### src/rtl/imm_extend_pipe_pkg.sv
// -----------------------------------------------------------------------------
// imm_ext_pkg
// Shared constants for the immediate-extension pipe: extension mode codes,
// mode select width and default immediate/output widths.
// No ports (package).
// -----------------------------------------------------------------------------
package imm_ext_pkg;

    // Width of the extension mode select
    localparam int MODE_W = 3;

    // Default widths: classic 16-bit immediate widened to a 32-bit datapath
    localparam int DEF_IN_W  = 16;
    localparam int DEF_OUT_W = 32;

    // Byte-mode source width
    localparam int BYTE_W = 8;

    // Extension modes; codes 6 and 7 are reserved and flag an error
    localparam int MODE_SEXT   = 0;
    localparam int MODE_ZEXT   = 1;
    localparam int MODE_UPPER  = 2;
    localparam int MODE_SEXT_B = 3;
    localparam int MODE_ZEXT_B = 4;
    localparam int MODE_BR_OFF = 5;

endpackage

### src/rtl/imm_extend_pipe_if.sv
// -----------------------------------------------------------------------------
// imm_ext_if
// Valid/ready bus between decode, the immediate-extension pipe and the
// ALU-source mux.
//   data_i/mode_i/valid_i/ready_o : upstream side (raw immediate + mode)
//   data_o/err_o/valid_o/ready_i  : downstream side (extended immediate)
// Modport slave is the pipe itself; master is whoever drives and consumes it.
// -----------------------------------------------------------------------------
interface imm_ext_if #(
    parameter int IN_W   = imm_ext_pkg::DEF_IN_W,
    parameter int OUT_W  = imm_ext_pkg::DEF_OUT_W,
    parameter int MODE_W = imm_ext_pkg::MODE_W
) ();

    logic [IN_W-1:0]   data_i;
    logic [MODE_W-1:0] mode_i;
    logic              valid_i;
    logic              ready_o;
    logic [OUT_W-1:0]  data_o;
    logic              err_o;
    logic              valid_o;
    logic              ready_i;

    modport master (
        output data_i, mode_i, valid_i, ready_i,
        input  ready_o, data_o, err_o, valid_o
    );

    modport slave (
        input  data_i, mode_i, valid_i, ready_i,
        output ready_o, data_o, err_o, valid_o
    );

endinterface

### src/rtl/imm_extend_pipe_core.sv
// -----------------------------------------------------------------------------
// imm_ext_core
// Purely combinational immediate extension.
//   data_i : raw immediate (IN_W)
//   mode_i : extension mode (MODE_W)
//   ext_o  : extended immediate (OUT_W), zero for reserved modes
//   err_o  : high when mode_i is reserved
// -----------------------------------------------------------------------------
module imm_ext_core #(
    parameter int IN_W   = imm_ext_pkg::DEF_IN_W,
    parameter int OUT_W  = imm_ext_pkg::DEF_OUT_W,
    parameter int MODE_W = imm_ext_pkg::MODE_W
) (
    input  logic [IN_W-1:0]   data_i,
    input  logic [MODE_W-1:0] mode_i,
    output logic [OUT_W-1:0]  ext_o,
    output logic              err_o
);
    import imm_ext_pkg::*;

    logic [OUT_W-1:0] w_sext;

    // Full-width sign extension is shared by SEXT and the branch offset
    assign w_sext = {{(OUT_W-IN_W){data_i[IN_W-1]}}, data_i};

    // Mode decode; any code outside the defined set yields zero with err_o set
    always_comb begin
        ext_o = '0;
        err_o = 1'b0;
        case (int'(mode_i))
            MODE_SEXT:   ext_o = w_sext;
            MODE_ZEXT:   ext_o = {{(OUT_W-IN_W){1'b0}}, data_i};
            MODE_UPPER:  ext_o = {data_i, {(OUT_W-IN_W){1'b0}}};
            MODE_SEXT_B: ext_o = {{(OUT_W-BYTE_W){data_i[BYTE_W-1]}}, data_i[BYTE_W-1:0]};
            MODE_ZEXT_B: ext_o = {{(OUT_W-BYTE_W){1'b0}}, data_i[BYTE_W-1:0]};
            // Word-aligned branch offset: top two bits of the SEXT result fall off
            MODE_BR_OFF: ext_o = {w_sext[OUT_W-3:0], 2'b00};
            default:     err_o = 1'b1;
        endcase
    end

endmodule

### src/rtl/imm_extend_pipe.sv
// -----------------------------------------------------------------------------
// imm_extend_pipe
// Pipelined immediate-extension unit with a 2-entry (output + skid) buffer.
//   clk_i : clock, rising edge
//   rst_i : asynchronous active-high reset
//   bus   : imm_ext_if.slave, upstream and downstream valid/ready handshake
// An extended immediate appears one cycle after acceptance when empty;
// ready_o depends only on the skid register, never on ready_i.
// -----------------------------------------------------------------------------
module imm_extend_pipe #(
    parameter int IN_W   = imm_ext_pkg::DEF_IN_W,
    parameter int OUT_W  = imm_ext_pkg::DEF_OUT_W,
    parameter int MODE_W = imm_ext_pkg::MODE_W
) (
    input  logic        clk_i,
    input  logic        rst_i,
    imm_ext_if.slave    bus
);

    logic [OUT_W-1:0] w_ext;
    logic             w_err;
    logic             w_accept;
    logic             w_drain;

    logic             r_orValid;
    logic [OUT_W-1:0] r_orData;
    logic             r_orErr;
    logic             r_skValid;
    logic [OUT_W-1:0] r_skData;
    logic             r_skErr;

    imm_ext_core #(
        .IN_W   (IN_W),
        .OUT_W  (OUT_W),
        .MODE_W (MODE_W)
    ) u_core (
        .data_i (bus.data_i),
        .mode_i (bus.mode_i),
        .ext_o  (w_ext),
        .err_o  (w_err)
    );

    // Accept only while the skid slot is free, so a stalled output never loses data
    assign bus.ready_o = ~r_skValid;
    assign w_accept    = bus.valid_i & ~r_skValid;
    assign w_drain     = r_orValid & bus.ready_i;

    // Output/skid register update. A drain refills OR from SK first (FIFO order);
    // accept+drain with SK full is impossible because ready_o is low then.
    always_ff @(posedge clk_i or posedge rst_i) begin
        if (rst_i) begin
            r_orValid <= 1'b0;
            r_orData  <= '0;
            r_orErr   <= 1'b0;
            r_skValid <= 1'b0;
            r_skData  <= '0;
            r_skErr   <= 1'b0;
        end else if (w_drain) begin
            if (r_skValid) begin
                r_orData  <= r_skData;
                r_orErr   <= r_skErr;
                r_skValid <= 1'b0;
            end else if (w_accept) begin
                r_orData  <= w_ext;
                r_orErr   <= w_err;
            end else begin
                r_orValid <= 1'b0;
            end
        end else if (w_accept) begin
            if (!r_orValid) begin
                r_orValid <= 1'b1;
                r_orData  <= w_ext;
                r_orErr   <= w_err;
            end else begin
                r_skValid <= 1'b1;
                r_skData  <= w_ext;
                r_skErr   <= w_err;
            end
        end
    end

    assign bus.valid_o = r_orValid;
    assign bus.data_o  = r_orData;
    assign bus.err_o   = r_orErr;

endmodule

### src/flat_wrapper.sv
// flat-port wrapper written by rule: the top's interface ports become plain ports
module imm_extend_pipe_flat 
#(
    parameter int IN_W   = imm_ext_pkg::DEF_IN_W,
    parameter int OUT_W  = imm_ext_pkg::DEF_OUT_W,
    parameter int MODE_W = imm_ext_pkg::MODE_W
)
  (clk_i, rst_i, bus_data_i, bus_mode_i, bus_valid_i, bus_ready_i, bus_ready_o, bus_data_o, bus_err_o, bus_valid_o);
  imm_ext_if #(.IN_W(IN_W), .OUT_W(OUT_W), .MODE_W(MODE_W)) bus_i ();
  input  logic clk_i;
  input  logic rst_i;
  input wire logic [$bits(bus_i.data_i)-1:0] bus_data_i;
  input wire logic [$bits(bus_i.mode_i)-1:0] bus_mode_i;
  input wire logic [$bits(bus_i.valid_i)-1:0] bus_valid_i;
  input wire logic [$bits(bus_i.ready_i)-1:0] bus_ready_i;
  output wire logic [$bits(bus_i.ready_o)-1:0] bus_ready_o;
  output wire logic [$bits(bus_i.data_o)-1:0] bus_data_o;
  output wire logic [$bits(bus_i.err_o)-1:0] bus_err_o;
  output wire logic [$bits(bus_i.valid_o)-1:0] bus_valid_o;
  assign bus_i.data_i = bus_data_i;
  assign bus_i.mode_i = bus_mode_i;
  assign bus_i.valid_i = bus_valid_i;
  assign bus_i.ready_i = bus_ready_i;
  assign bus_ready_o = bus_i.ready_o;
  assign bus_data_o = bus_i.data_o;
  assign bus_err_o = bus_i.err_o;
  assign bus_valid_o = bus_i.valid_o;
  imm_extend_pipe #(.IN_W(IN_W), .OUT_W(OUT_W), .MODE_W(MODE_W)) u_core (.clk_i(clk_i), .rst_i(rst_i), .bus(bus_i));
endmodule
### config.mk
export PLATFORM = sky130hd
export DESIGN_NAME = imm_extend_pipe_flat
export DESIGN_NICKNAME = d
export VERILOG_FILES = /design/src/rtl/imm_extend_pipe_pkg.sv /design/src/rtl/imm_extend_pipe_if.sv /design/src/rtl/imm_extend_pipe_core.sv /design/src/rtl/imm_extend_pipe.sv /design/src/flat_wrapper.sv
export SDC_FILE = /design/constraint.sdc
export NUM_CORES = 1
export LEC_CHECK = 0
export ABC_CLOCK_PERIOD_IN_PS = 2430
export BUFFER_PORTS_ARGS = -buffer_cell sky130_fd_sc_hd__buf_4
export CORE_UTILIZATION = 56
export CTS_CLUSTER_SIZE = 20
export DETAILED_ROUTE_END_ITERATION = 7
export HOLD_SLACK_MARGIN = 0.02
export PLACE_DENSITY = 0.8
export SLEW_MARGIN = 20
export SYNTH_ARGS = -nofsm -noshare
export SYNTH_HDL_FRONTEND = slang
export SYNTH_SLANG_ARGS = --single-unit
### constraint.sdc
create_clock -name clk_i -period 2.43 [get_ports clk_i]
set_input_delay 0.486 -clock clk_i [delete_from_list [all_inputs] [get_ports clk_i]]
set_output_delay 0.486 -clock clk_i [all_outputs]
set_load 0.02 [all_outputs]
# Word-level counts from Yosys, hierarchy flattened
# Cells that the tools add are included.
[totals]
mem_bits_ro = 0
register_bits = 68
input_bits = 23
output_inout_bits = 35
elab_cells = 46
latchBits = 0
mem_bits_rw = 0
memories = 0
[op_classes]
bitwise = 4
multipliers = 0
n_mux = 19
add_sub_neg = 0
magnitude_cmp = 0
n_shift = 0
div_mod_pow = 0
n_eq_ne = 8
n_reduce_logical = 9
[ops]
columns = ["cell", "count"]
rows = [
  ["32-bit one-hot mux with 6 select lines", 1],
  ["32-bit 2-to-1 mux", 5],
  ["1-bit 2-to-1 mux", 13],
  ["3-bit AND reduction", 3],
  ["3-bit by 2-bit equality test with 1-bit output (second input constant)", 2],
  ["3-bit equality test (second input constant)", 2],
  ["2-bit nonzero test", 3],
  ["6-bit OR reduction", 1],
  ["2-bit inequality test (second input constant)", 2],
  ["3-bit by 1-bit equality test with 1-bit output (second input constant)", 1],
  ["3-bit logical NOT", 1],
  ["1-bit bitwise AND", 2],
  ["2-bit by 1-bit inequality test with 1-bit output (second input constant)", 1],
  ["1-bit NOT", 2],
  ["2-bit AND reduction", 1],
]

# Depth between registers and ports, before layout
# Gate-level depths: netlist of run 1.
[depth]
depth_word = 6
ltp_mapped = 7
mapped_depth_nobuf = 4

# Modules after synthesis
# A second synthesis of run 1 with hierarchy kept.
[unflattened]
cells_unflattened = 326
area_unflattened_um2 = 3569.7
[modules_own_cells]
columns = ["mod", "instances", "area_per_inst_um2", "seq_area_each_um2", "cells_each"]
rows = [
  ["imm_extend_pipe", 1, 2964.1, 1701.6, 222],
  ["imm_ext_core", 1, 605.6, 0.0, 104],
]

# Worst setup path after synthesis of run 1
# Ideal clock, no wire load.
[synth_timing]
kind = "flip-flop to flip-flop"
startpoint = "register u_core.r_orValid, in the netlist u_core.bus.valid_o"
endpoint = "register u_core.r_orData[10], in the netlist u_core.bus.data_o[10]"
required_ns = 2.294
n_path_buf = 3
setup_time_ns = 0.136
stages_incl_launch_ff = 8
arrival_ns = 1.495
path_slack_ns = 0.799
cell_sequence = "dfrtp_1 > buf_2 > and3_1 > buf_2 > or2_1 > clkbuf_1 > o22ai_1 > o21ai_0"
[synth_via]
elab_chain_len = 3
word_cells_on_any_way = 5
cone_classes = "eq/ne: 1; mux: 1; bitwise: 1; reduce/logical: 2"
[synth_lines]
columns = ["element", "line_no", "text"]
rows = [
  ["from (decl)", "imm_extend_pipe.sv:25", "logic r_orValid;"],
  ["from (signal assigned)", "imm_extend_pipe.sv:52", "r_orValid <= 1'b0;"],
  ["from (signal assigned)", "imm_extend_pipe.sv:67", "r_orValid <= 1'b0;"],
  ["from (signal assigned)", "imm_extend_pipe.sv:71", "r_orValid <= 1'b1;"],
  ["1-bit bitwise AND", "imm_extend_pipe.sv:46", "assign w_drain = r_orValid & bus.ready_i;"],
  ["2-bit by 1-bit inequality test with 1-bit output (no source line) or 2-bit nonzero test (tied branches)", "-", ""],
  ["3-bit AND reduction (no source line)", "-", ""],
  ["to (signal assigned)", "imm_extend_pipe.sv:60", "r_orData <= r_skData;"],
  ["to (signal assigned)", "imm_extend_pipe.sv:64", "r_orData <= w_ext;"],
  ["to (signal assigned)", "imm_extend_pipe.sv:72", "r_orData <= w_ext;"],
  ["to (decl)", "imm_extend_pipe.sv:26", "logic [OUT_W-1:0] r_orData;"],
]
# Parallel ways exist; a longest one is shown, timed or not.
# A chain may end at the register's enable or synchronous reset.

# Worst setup path in the final report of run 1
[layout_timing]
startpoint = "register u_core.r_skValid"
endpoint = "register u_core.r_orData[14], in the netlist u_core.bus.data_o[14]"
[layout_via]
elab_chain_len = 4
word_cells_on_any_way = 7
cone_classes = "mux: 2; bitwise: 2; reduce/logical: 3"
[layout_lines]
columns = ["element", "line_no", "text"]
rows = [
  ["from (decl)", "imm_extend_pipe.sv:28", "logic r_skValid;"],
  ["from (signal assigned)", "imm_extend_pipe.sv:55", "r_skValid <= 1'b0;"],
  ["from (signal assigned)", "imm_extend_pipe.sv:62", "r_skValid <= 1'b0;"],
  ["from (signal assigned)", "imm_extend_pipe.sv:75", "r_skValid <= 1'b1;"],
  ["1-bit NOT", "imm_extend_pipe.sv:45", "assign w_accept = bus.valid_i & ~r_skValid;"],
  ["1-bit bitwise AND", "imm_extend_pipe.sv:45", ""],
  ["2-bit nonzero test (no source line)", "-", ""],
  ["3-bit AND reduction (no source line)", "-", ""],
]
# Parallel ways exist; a longest one is shown, timed or not.

==> run metrics, run 1 <==
status finished, final reports clean; Sink Count 68; Tmin final 1.84 ns; Root Buffer Master clkbuf_8; routed len/inst 17.7 microns; count leader, synth dfrtp_1; IO buf count 57; CP endpoint kind flip-flop; Post-Syn Area 0.00341 sq mm; setup_tns 0 ns; Synth Area per Inst 9.20 sq um; Worst Skew 0.0102 ns; die outline width 80.1 microns; share of cells above drive strength 1 0.209; count of H-tree levels built during CTS 3; sequential share of power 0.402; ANT cells 0; post-synthesis cell count 371; CP Class reg -> reg; top cells by count, synth dfrtp_1, nand2_1, o21ai_0; NetSw 1850 uW; antenna violations before repair 0; Final Hold Viols 0; die area 0.00641 sq mm; Avg Vias per Cell 6.22; clock power share 0.201; first-pass GRT wire length 14.1 mm; Final Max Tran Viols 0; Num CTS Buffers 9; gr usage total 0.295; TritonCTS clock tree done; via count 3086; RR Startpoint u_core.r_skValid; period utilisation layout 0.756; Core Box Area 0.00589 sq mm; Min-Delay Path Class in -> async; Synth top area share 0.499; fmax 544 MHz; Clock Path Buffers 2; WP data required 2.65 ns; pwr dens 1190 mW/mm^2; setup violators final 0; total of warnings raised by yosys 0; Yosys cell types 42; Synth Register Bits 68; sequential area share after synthesis 0.499; DR iter-0 viols 223; Die Y 80.1 microns; row cnt 28; area leader, netlist dfrtp_1; Most used DFF post-synth dfrtp_1; Syn Nets 394; worst-skew pair later-pin latency 0.35 ns; Pre-Repair DR Iteration Count 6; critical path startpoint category flip-flop; GR Overflow Total 0; Worst Setup SP u_core.r_skValid; total power 4850 uW; ys async rst share 1.00; Worst Path Arrival 2.06 ns; worst vdd ir 613 uV; vias in the first global route 2868; non-filler instance count after layout 496; Detail Placement HPWL 5.75 mm; io pins 58; hold buffers post-CTS 0; RSZ-0062 raised after global routing no; EDFF count, synth 0; remaining antenna violation count after routing 0; largest net degree at the start of global routing 69; Starting Density 0.580; Post-CTS Setup Repair Bufs 0; Switching Share 0.382; Area contributors post-synth dfrtp_1, nand2_1, o21ai_0; placed cell count 481; Internal 3000 uW; fin nets 440; MaxCap Viol Count 0; crit path max fanout 20; post-CTS sizing 0; Reg clk slew, reported paths 0.07 ns; Slew headroom 0.441; Pleak 0.00193 uW; Worst Tran Pin Value 0.835 ns; # fillers 480; RD Place Congestion 0.852; combinational share of power 0.398; Area Overhead vs Synth 19.2%; WL final 8.77 mm; Residual DRC 0
-- cell families (layout without fill, tap and decap cells) --
kind of cell    Yosys count  in the layout  synth area share
compound gates          150            150             0.276
simple gates            115            115             0.173
flops                    68             68             0.499
buf+inv                  37             87            0.0495
mux                       1              1           0.00293
-- power by group through the flow --
stage	registers, uW	clock network (uW)	logic (uW)
3_3_place_gp	1940	0	1870
2_1_floorplan	2160	0	1010
4_1_cts	1940	977	1940
6_report	1950	973	1930
3_5_place_dp	1960	0	1920
5_1_grt	2000	1020	2110
-- per-stage QoR --
step	util	setup WS, ns	instance area (sq um)	hold slack [ns]
floorplan	-	0.232	3410	0.444
global placement	0.656	0.455	3860	0.458
detailed placement	0.656	0.394	3860	0.460
CTS	0.691	0.569	4070	0.232
global route	0.691	0.425	4070	0.251
finish	0.691	0.592	4070	0.185
-- cell type report --
| type | instances | area, sq um | area share |
|---|---|---|---|
| Multi-Input combinational cell | 266 | 1540 | 0.379 |
| Clock inverter | 1 | 30.0 | 0.00738 |
| Clock buffer | 14 | 173 | 0.0425 |
| Tap cell | 75 | 93.8 | 0.0231 |
| Sequential cell | 68 | 1700 | 0.418 |
| Timing Repair Buffer | 65 | 500 | 0.123 |
| Inverter | 7 | 26.3 | 0.00646 |
-- sequential cells by signal (all words and copies together) (netlist names) --
register	cells
u_core.r_skErr	1
u_core.bus.err_o	1
u_core.bus.valid_o	1
u_core.r_skValid	1
u_core.r_skData	32
u_core.bus.data_o	32
-- placed cells by master, fill, tap and decap left out, types with 2 or more instances in the layout --
cell / count
o22ai_1: 8
dfrtp_1: 68
a22oi_1: 13
o211a_1: 2
and4b_1: 2
a21oi_1: 27
inv_1: 6
o21ai_0: 29
clkbuf_8: 12
nand2b_1: 11
nor2_1: 19
nand2_1: 40
a21o_1: 10
and3_1: 2
and2_1: 2
o21a_1: 2
a2bb2oi_1: 5
clkbuf_1: 2
a31oi_1: 9
o21ai_1: 25
a22o_1: 10
nor2b_1: 14
o21ai_2: 2
o211ai_2: 2
nand3_1: 13
and2_4: 5
buf_4: 64
o211ai_1: 2
-- metal layers --
layer / up-vias / part of all wire / GRT usage
met3: 19 / 0.064 / 0.0580
met1: 1514 / 0.42 / 0.391
met2: 129 / 0.50 / 0.482
met5: - / 0 / 0
li1: 1424 / - / -
met4: 0 / 0.019 / 0.104
-- worst max-delay path, stage by stage (launching register included) --
cell,delay (ns)
dfrtp_1,0.49
o211ai_2,0.73
buf_4,0.37
o21ai_0,0.12
-- final timing paths --
path                       cells after the start  slack, ns                    end
hold / removal                                 3       0.18   u_core.bus.data_o[5]
max in group asynchronous                      3       1.91  u_core.bus.data_o[17]
min in group clk_i                             2       0.35       u_core.r_skValid
setup reg to reg                               3       0.59  u_core.bus.data_o[14]
setup / recovery                               3       0.59  u_core.bus.data_o[14]
hold reg to reg                                1       0.48    u_core.r_skData[23]
(Power assumes the default switching activity.)
==> inputs of run 2 (changes only) <==
ABC_AREA = 1   (was default)
ABC_CLOCK_PERIOD_IN_PS = 1600   (was 2430)
CORE_UTILIZATION = 51   (was 56)
PLACE_DENSITY = 0.76   (was 0.8)
clock period = 1.6 ns   (was 2.43 ns; I/O delays follow)
==> run 2 against run 1 <==
Non-clock buffer count rose by 5. Via count rose by 11%. Sequential power rose by 49%. Core utilization fell by 4.3 points. Area after synthesis rose by 4.2%. Worst setup slack got worse by 0.43 ns. Largest cell class unchanged.
==> run metrics, run 2 <==
setup_tns 0 ns (unchanged); post-synthesis compound-gate area fraction 0.0482 (-0.228); count leader, synth nand2_1; Synth Register Bits 68 (unchanged); Final Hold Viols 0 (unchanged); Avg Vias per Cell 5.30 (-15%); remaining antenna violation count after routing 0 (unchanged); Final Max Tran Viols 0 (unchanged); Post-CTS Setup Repair Bufs 0 (unchanged); setup ws final 0.157 ns (-0.435 ns); CP endpoint kind flip-flop; gr usage total 0.264 (-0.0311); post-synthesis simple-gate area fraction 0.404 (+0.232); WP data required 1.84 ns (-0.81 ns); Starting Density 0.526 (-0.0534); RD Place Congestion 0.877 (+2.9%); GR Overflow Total 0 (unchanged); DP Worst Slack 0.0333 ns (-0.361 ns); # fillers 596 (+24%); ANT cells 0 (unchanged); Reg clk slew, reported paths 0.07 ns (about the same); EDFF count, synth 0 (unchanged); via count 3423 (+11%); Slew headroom 0.646 (+0.205); die outline width 85.5 microns (+6.8%); Clock Path Buffers 2 (unchanged); Core Box Area 0.00676 sq mm (+15%); Die Y 85.5 microns (+6.8%); most frequent cells in the layout nand2_1, nor2_1, dfrtp_1; WL met3 623 microns (+11%); Min-Delay Path Class in -> async; placed cell count 629 (+31%); Post-Synth Adder-Cell Area 0 (unchanged); row cnt 30 (+7.1%); crit path max fanout 20 (unchanged); worst vdd ir 894 uV (+46%); Most used DFF post-synth dfrtp_1; Detail Placement HPWL 5.69 mm (-1.2%); status finished, final reports clean; IO buf count 57 (unchanged); Worst Tran Pin Value 0.529 ns (-0.306 ns); post-synthesis mux area share 0 (-0.00293); Synth Area per Inst 7.00 sq um (-24%); wire length on met2 4.07 mm (-6.6%); ys async rst share 1.00 (unchanged); Area contributors post-synth dfrtp_1, nand2_1, nor2_1; total power 7990 uW (+65%); total of warnings raised by yosys 0 (unchanged); setup violators final 0 (unchanged); Worst Path Arrival 1.69 ns (-0.37 ns); first-pass GRT wire length 15.1 mm (+7.3%); fmax 693 MHz (+27%); sequential area share after synthesis 0.479 (-0.0202); largest family of logic cells by synthesized area simple AND/OR/NAND/NOR gates; non-filler instance count after layout 646 (+30%); largest net degree at the start of global routing 69 (unchanged); Core Util, Final 0.647 (-0.0435); Post-Route M1 WL 3.96 mm (+7.6%); WL final 8.86 mm (+1.1%); routed len/inst 13.7 microns (-22%); Tmin final 1.44 ns (-0.395 ns); Area Overhead vs Synth 23.0%; hold buffers post-CTS 0 (unchanged); RSZ-0062 raised after global routing no; Syn Nets 531 (+35%); pwr dens 1830 mW/mm^2 (+53%); XOR/XNOR Fraction of Synth Area 0 (unchanged); share of cells above drive strength 1 0.168 (-0.0412); Root Buffer Master clkbuf_8; TritonCTS clock tree done; Residual DRC 0 (unchanged); top cells by count, synth nand2_1, nor2_1, dfrtp_1; Yosys cell types 22 (-48%); Num CTS Buffers 9 (unchanged); Sink Count 68 (unchanged); critical path startpoint category flip-flop; Top Layer Used met4; Worst Skew 0.00631 ns (-0.00388 ns); Post-Syn Area 0.00356 sq mm (+4.2%); period utilisation layout 0.902 (+0.145); Pleak 0.00257 uW (+33%); DR iter-0 viols 307 (+38%); post-CTS sizing 0 (unchanged); vias in the first global route 3171 (+11%); CP Class reg -> reg; fin nets 584 (+33%); die area 0.00731 sq mm (+14%); io pins 58 (unchanged); count of H-tree levels built during CTS 3 (unchanged); area leader, netlist dfrtp_1; post-synthesis cell count 508 (+37%); MaxCap Viol Count 0 (unchanged); most common cell after layout, fill and taps aside nand2_1; antenna violations before repair 0 (unchanged); Synth top area share 0.479 (-0.0202); worst-skew pair later-pin latency 0.35 ns (about the same); Pre-Repair DR Iteration Count 5 (-1)
run 2: cell count changes after synthesis, sizes merged, moves of 18 or more:
| cell | previous run | this run |
|---|---|---|
| nand4 | 0 | 22 |
| o21ai | 56 | 17 |
| nor2 | 19 | 75 |
| nand3 | 13 | 34 |
| nand2 | 40 | 221 |
| inv | 7 | 25 |
run 2: layout make-up:
type	count	area, sq um	share of cell area
tap	80	100	0.0229
timing repair buffer	70	593	0.136
clock inverter	6	136	0.0312
multi-input combinational	386	1610	0.369
clock buffer	10	128	0.0292
sequential	68	1700	0.389
inverter	26	101	0.0232
run 2: cell families after synthesis:
kind of cell / count (synthesis)
compound gates: 33
buf+inv: 54
simple gates: 353
flops: 68
run 2: worst paths after layout:
kind | from | end | slack, ns | cells after the start
worst max-delay path | u_core.bus.valid_o | u_core.bus.data_o[24] | 0.16 | 9
worst min-delay path | rst_i | u_core.bus.data_o[26] | 0.07 | 3
worst max register to register | u_core.bus.valid_o | u_core.bus.data_o[24] | 0.16 | 9
worst min register to register | u_core.bus.data_o[24] | u_core.bus.data_o[24] | 0.48 | 2
max in group asynchronous | rst_i | u_core.r_skData[0] | 1.25 | 3
min in group clk_i | bus_data_i[1] | u_core.r_skData[1] | 0.23 | 3
run 2: power by group:
part           leakage (uW)  internal [uW]  switching, uW
sequential         0.000879           2500            413
combinational       0.00157           1260           1940
clock              0.000127           1200            687
run 2: routing by layer:
layer	up-vias	global-route usage
met2	139	0.406
li1	1703	-
met1	1561	0.364
met4	0	0.124
met5	-	0
met3	20	0.0481
run 2: per-stage QoR:
step / instance area, sq um / hold slack, ns
floorplan: 3560 / 0.449
global placement: 4080 / 0.449
detailed placement: 4080 / 0.455
CTS: 4350 / 0.0768
global route: 4370 / 0.107
finish: 4370 / 0.0684
run 2: critical path, cell delays in order (launching register included):
cell,delay (ns)
dfrtp_1,0.39
nand2_1,0.07
inv_1,0.06
nand2_2,0.16
buf_12,0.19
nand2_1,0.10
nand3_1,0.17
nor2_1,0.07
nand2_1,0.08
nand2_1,0.05
==> inputs of run 3 (changes only) <==
==> constraint.sdc (replaced) <==
create_clock -name clk_i -period 1.6 [get_ports clk_i]
set_input_delay 0.48 -clock clk_i [delete_from_list [all_inputs] [get_ports clk_i]]
set_output_delay 0.48 -clock clk_i [all_outputs]
set_load 0.02 [all_outputs]
==> run 3 against run 2 <==
Critical path depth shrank 7. Total power is 6.1% lower. First-iteration DRC count shrank 18%. Routed wire length down 3.0%. Worst setup slack better by 0.0049 ns. Register-to-register slack gained 0.08 ns. Hold slack improved by 0.15 ns. Via count shrank 0.82%. Sequential power is essentially flat. Final cell count up 1.5%. Sequential share of layout area fell by 0.39 points. Fmax up 0.34%.
==> run metrics, run 3 (synthesized netlist as in run 2, its figures left out) <==
Starting Density 0.526 (unchanged); RD Place Congestion 0.850 (-3.1%); fmax 696 MHz (+0.34%); Core Box Area 0.00676 sq mm (unchanged); Pleak 0.00261 uW (+1.6%); most common cell after layout, fill and taps aside nand2_1; Final Max Tran Viols 0 (unchanged); Min-Delay Path Class in -> async; Worst Path Arrival 0.96 ns (-0.73 ns); remaining antenna violation count after routing 0 (unchanged); combinational share of power 0.441 (+0.040); setup violators final 0 (unchanged); GR Overflow Total 0 (unchanged); Post-CTS Setup Repair Bufs 0 (unchanged); sequential share of power 0.387 (+0.023); row cnt 30 (unchanged); Pre-Repair DR Iteration Count 4 (-1); Die Y 85.5 microns (unchanged); period utilisation layout 0.899 (-0.00304); hold buffers post-CTS 0 (unchanged); Worst Skew 0.00717 ns (+0.000859 ns); Sink Count 68 (unchanged); CP Class reg -> out; crit path max fanout 4 (-80%); clock power share 0.172 (-0.064); # fillers 582 (-2.3%); Worst Tran Pin Value 0.497 ns (-0.0320 ns); Internal 4540 uW (-8.2%); non-filler instance count after layout 656 (+1.5%); slowest cell delay on critical path 0.40 ns (about the same); placed cell count 642 (+2.1%); cell area after placement 0.00424 sq mm (+3.9%); status finished, final reports clean; Hold WS 0.219 ns (+0.151 ns); WL final 8.60 mm (-3.0%); ANT cells 0 (unchanged); DR iter-0 viols 253 (-18%); io pins 58 (unchanged); Tmin final 1.44 ns (-0.00486 ns); IO buf count 57 (unchanged); worst vdd ir 823 uV (-8.0%); vias in the first global route 3273 (+3.2%); MaxCap Viol Count 0 (unchanged); CP max-delay cell dfrtp_1; die area 0.00731 sq mm (unchanged); TritonCTS clock tree done; share of cells above drive strength 1 0.182 (+0.0144); Avg Vias per Cell 5.18 (-2.3%); largest net degree at the start of global routing 69 (unchanged); post-CTS sizing 0 (unchanged); Worst Setup SP u_core.r_skValid; setup ws final 0.162 ns (+0.00486 ns); Root Buffer Master clkbuf_8; via count 3395 (-0.82%); CP bufs+invs 2 (unchanged); gr usage total 0.265 (+0.00122); crit-path leading delay family flip-flops; Detail Placement HPWL 6.05 mm (+6.4%); Final Cell Area 0.00442 sq mm (+1.0%); NetSw 2960 uW (-2.6%); Num CTS Buffers 9 (unchanged); critical path startpoint category flip-flop; Area Overhead vs Synth 24.2%; Residual DRC 0 (unchanged); RSZ-0062 raised after global routing no; Clock Path Buffers 2 (unchanged); first-pass GRT wire length 15.1 mm (-0.46%); Reg clk slew, reported paths 0.07 ns (about the same); pwr dens 1700 mW/mm^2 (-7.0%); die outline width 85.5 microns (unchanged); antenna violations before repair 0 (unchanged); Switching Share 0.395 (+0.0140); RR Startpoint u_core.r_skValid; count of H-tree levels built during CTS 3 (unchanged); fin nets 596 (+2.1%); Slew headroom 0.668 (+0.0218); CP endpoint kind output pin; Final Hold Viols 0 (unchanged); most frequent cells in the layout nand2_1, nor2_1, buf_4; routed len/inst 13.1 microns (-4.5%); worst-skew pair later-pin latency 0.35 ns (about the same); DP Worst Slack -0.0604 ns (-0.0937 ns); crit-path cells inv_2 > buf_4; WP data required 1.12 ns (-0.72 ns)
[run 3: power groups by stage]
| stage | logic [uW] | registers [uW] | clock network [uW] |
|---|---|---|---|
| floorplan | 1620 | 3300 | 0 |
| global placement | 3250 | 2890 | 0 |
| detailed placement | 3330 | 2930 | 0 |
| CTS | 3350 | 2910 | 1320 |
| global route | 3730 | 3010 | 1380 |
| finish | 3310 | 2910 | 1290 |
[run 3: area by class of cell]
class / count / area, sq um / share of cell area
Inverter: 26 / 101 / 0.0229
Timing Repair Buffer: 82 / 728 / 0.165
Tap cell: 80 / 100 / 0.0227
Clock inverter: 2 / 10.0 / 0.00227
Clock buffer: 12 / 165 / 0.0374
Sequential cell: 68 / 1700 / 0.385
Multi-Input combinational cell: 386 / 1610 / 0.365
[run 3: stage by stage]
step                       util  total power (uW)  setup TNS, ns
after global routing      0.654              8110              0
final                     0.654              7510              0
after detailed placement  0.628              6260         -0.408
after CTS                 0.654              7570              0
after global placement    0.628              6140              0
after floorplan               -              4920              0
[run 3: path summary, 6_finish.rpt]
kind	end	slack, ns	depth (start not counted)
max	bus_ready_o	0.16	2
min	u_core.r_skValid	0.22	3
max reg2reg	u_core.bus.data_o[3]	0.24	8
min reg2reg	u_core.bus.data_o[28]	0.48	2
max in group asynchronous	u_core.bus.data_o[5]	1.08	3
min in group clk_i	u_core.r_skData[0]	0.40	3
[run 3: metal layers]
metal | global-route usage | vias up | share of wire
met1 | 0.338 | 1522 | 0.43
li1 | - | 1724 | -
met5 | 0 | - | 0
met3 | 0.0462 | 22 | 0.079
met2 | 0.430 | 127 | 0.47
met4 | 0.148 | 0 | 0.025
[run 3: worst reg2reg max path: stages, from the launching register on]
cell	delay, ns
dfrtp_1	0.40
inv_2	0.08
nand2_1	0.06
o21ai_1	0.14
nand2_2	0.11
buf_12	0.18
buf_4	0.15
nand2_1	0.05
nand2_1	0.05
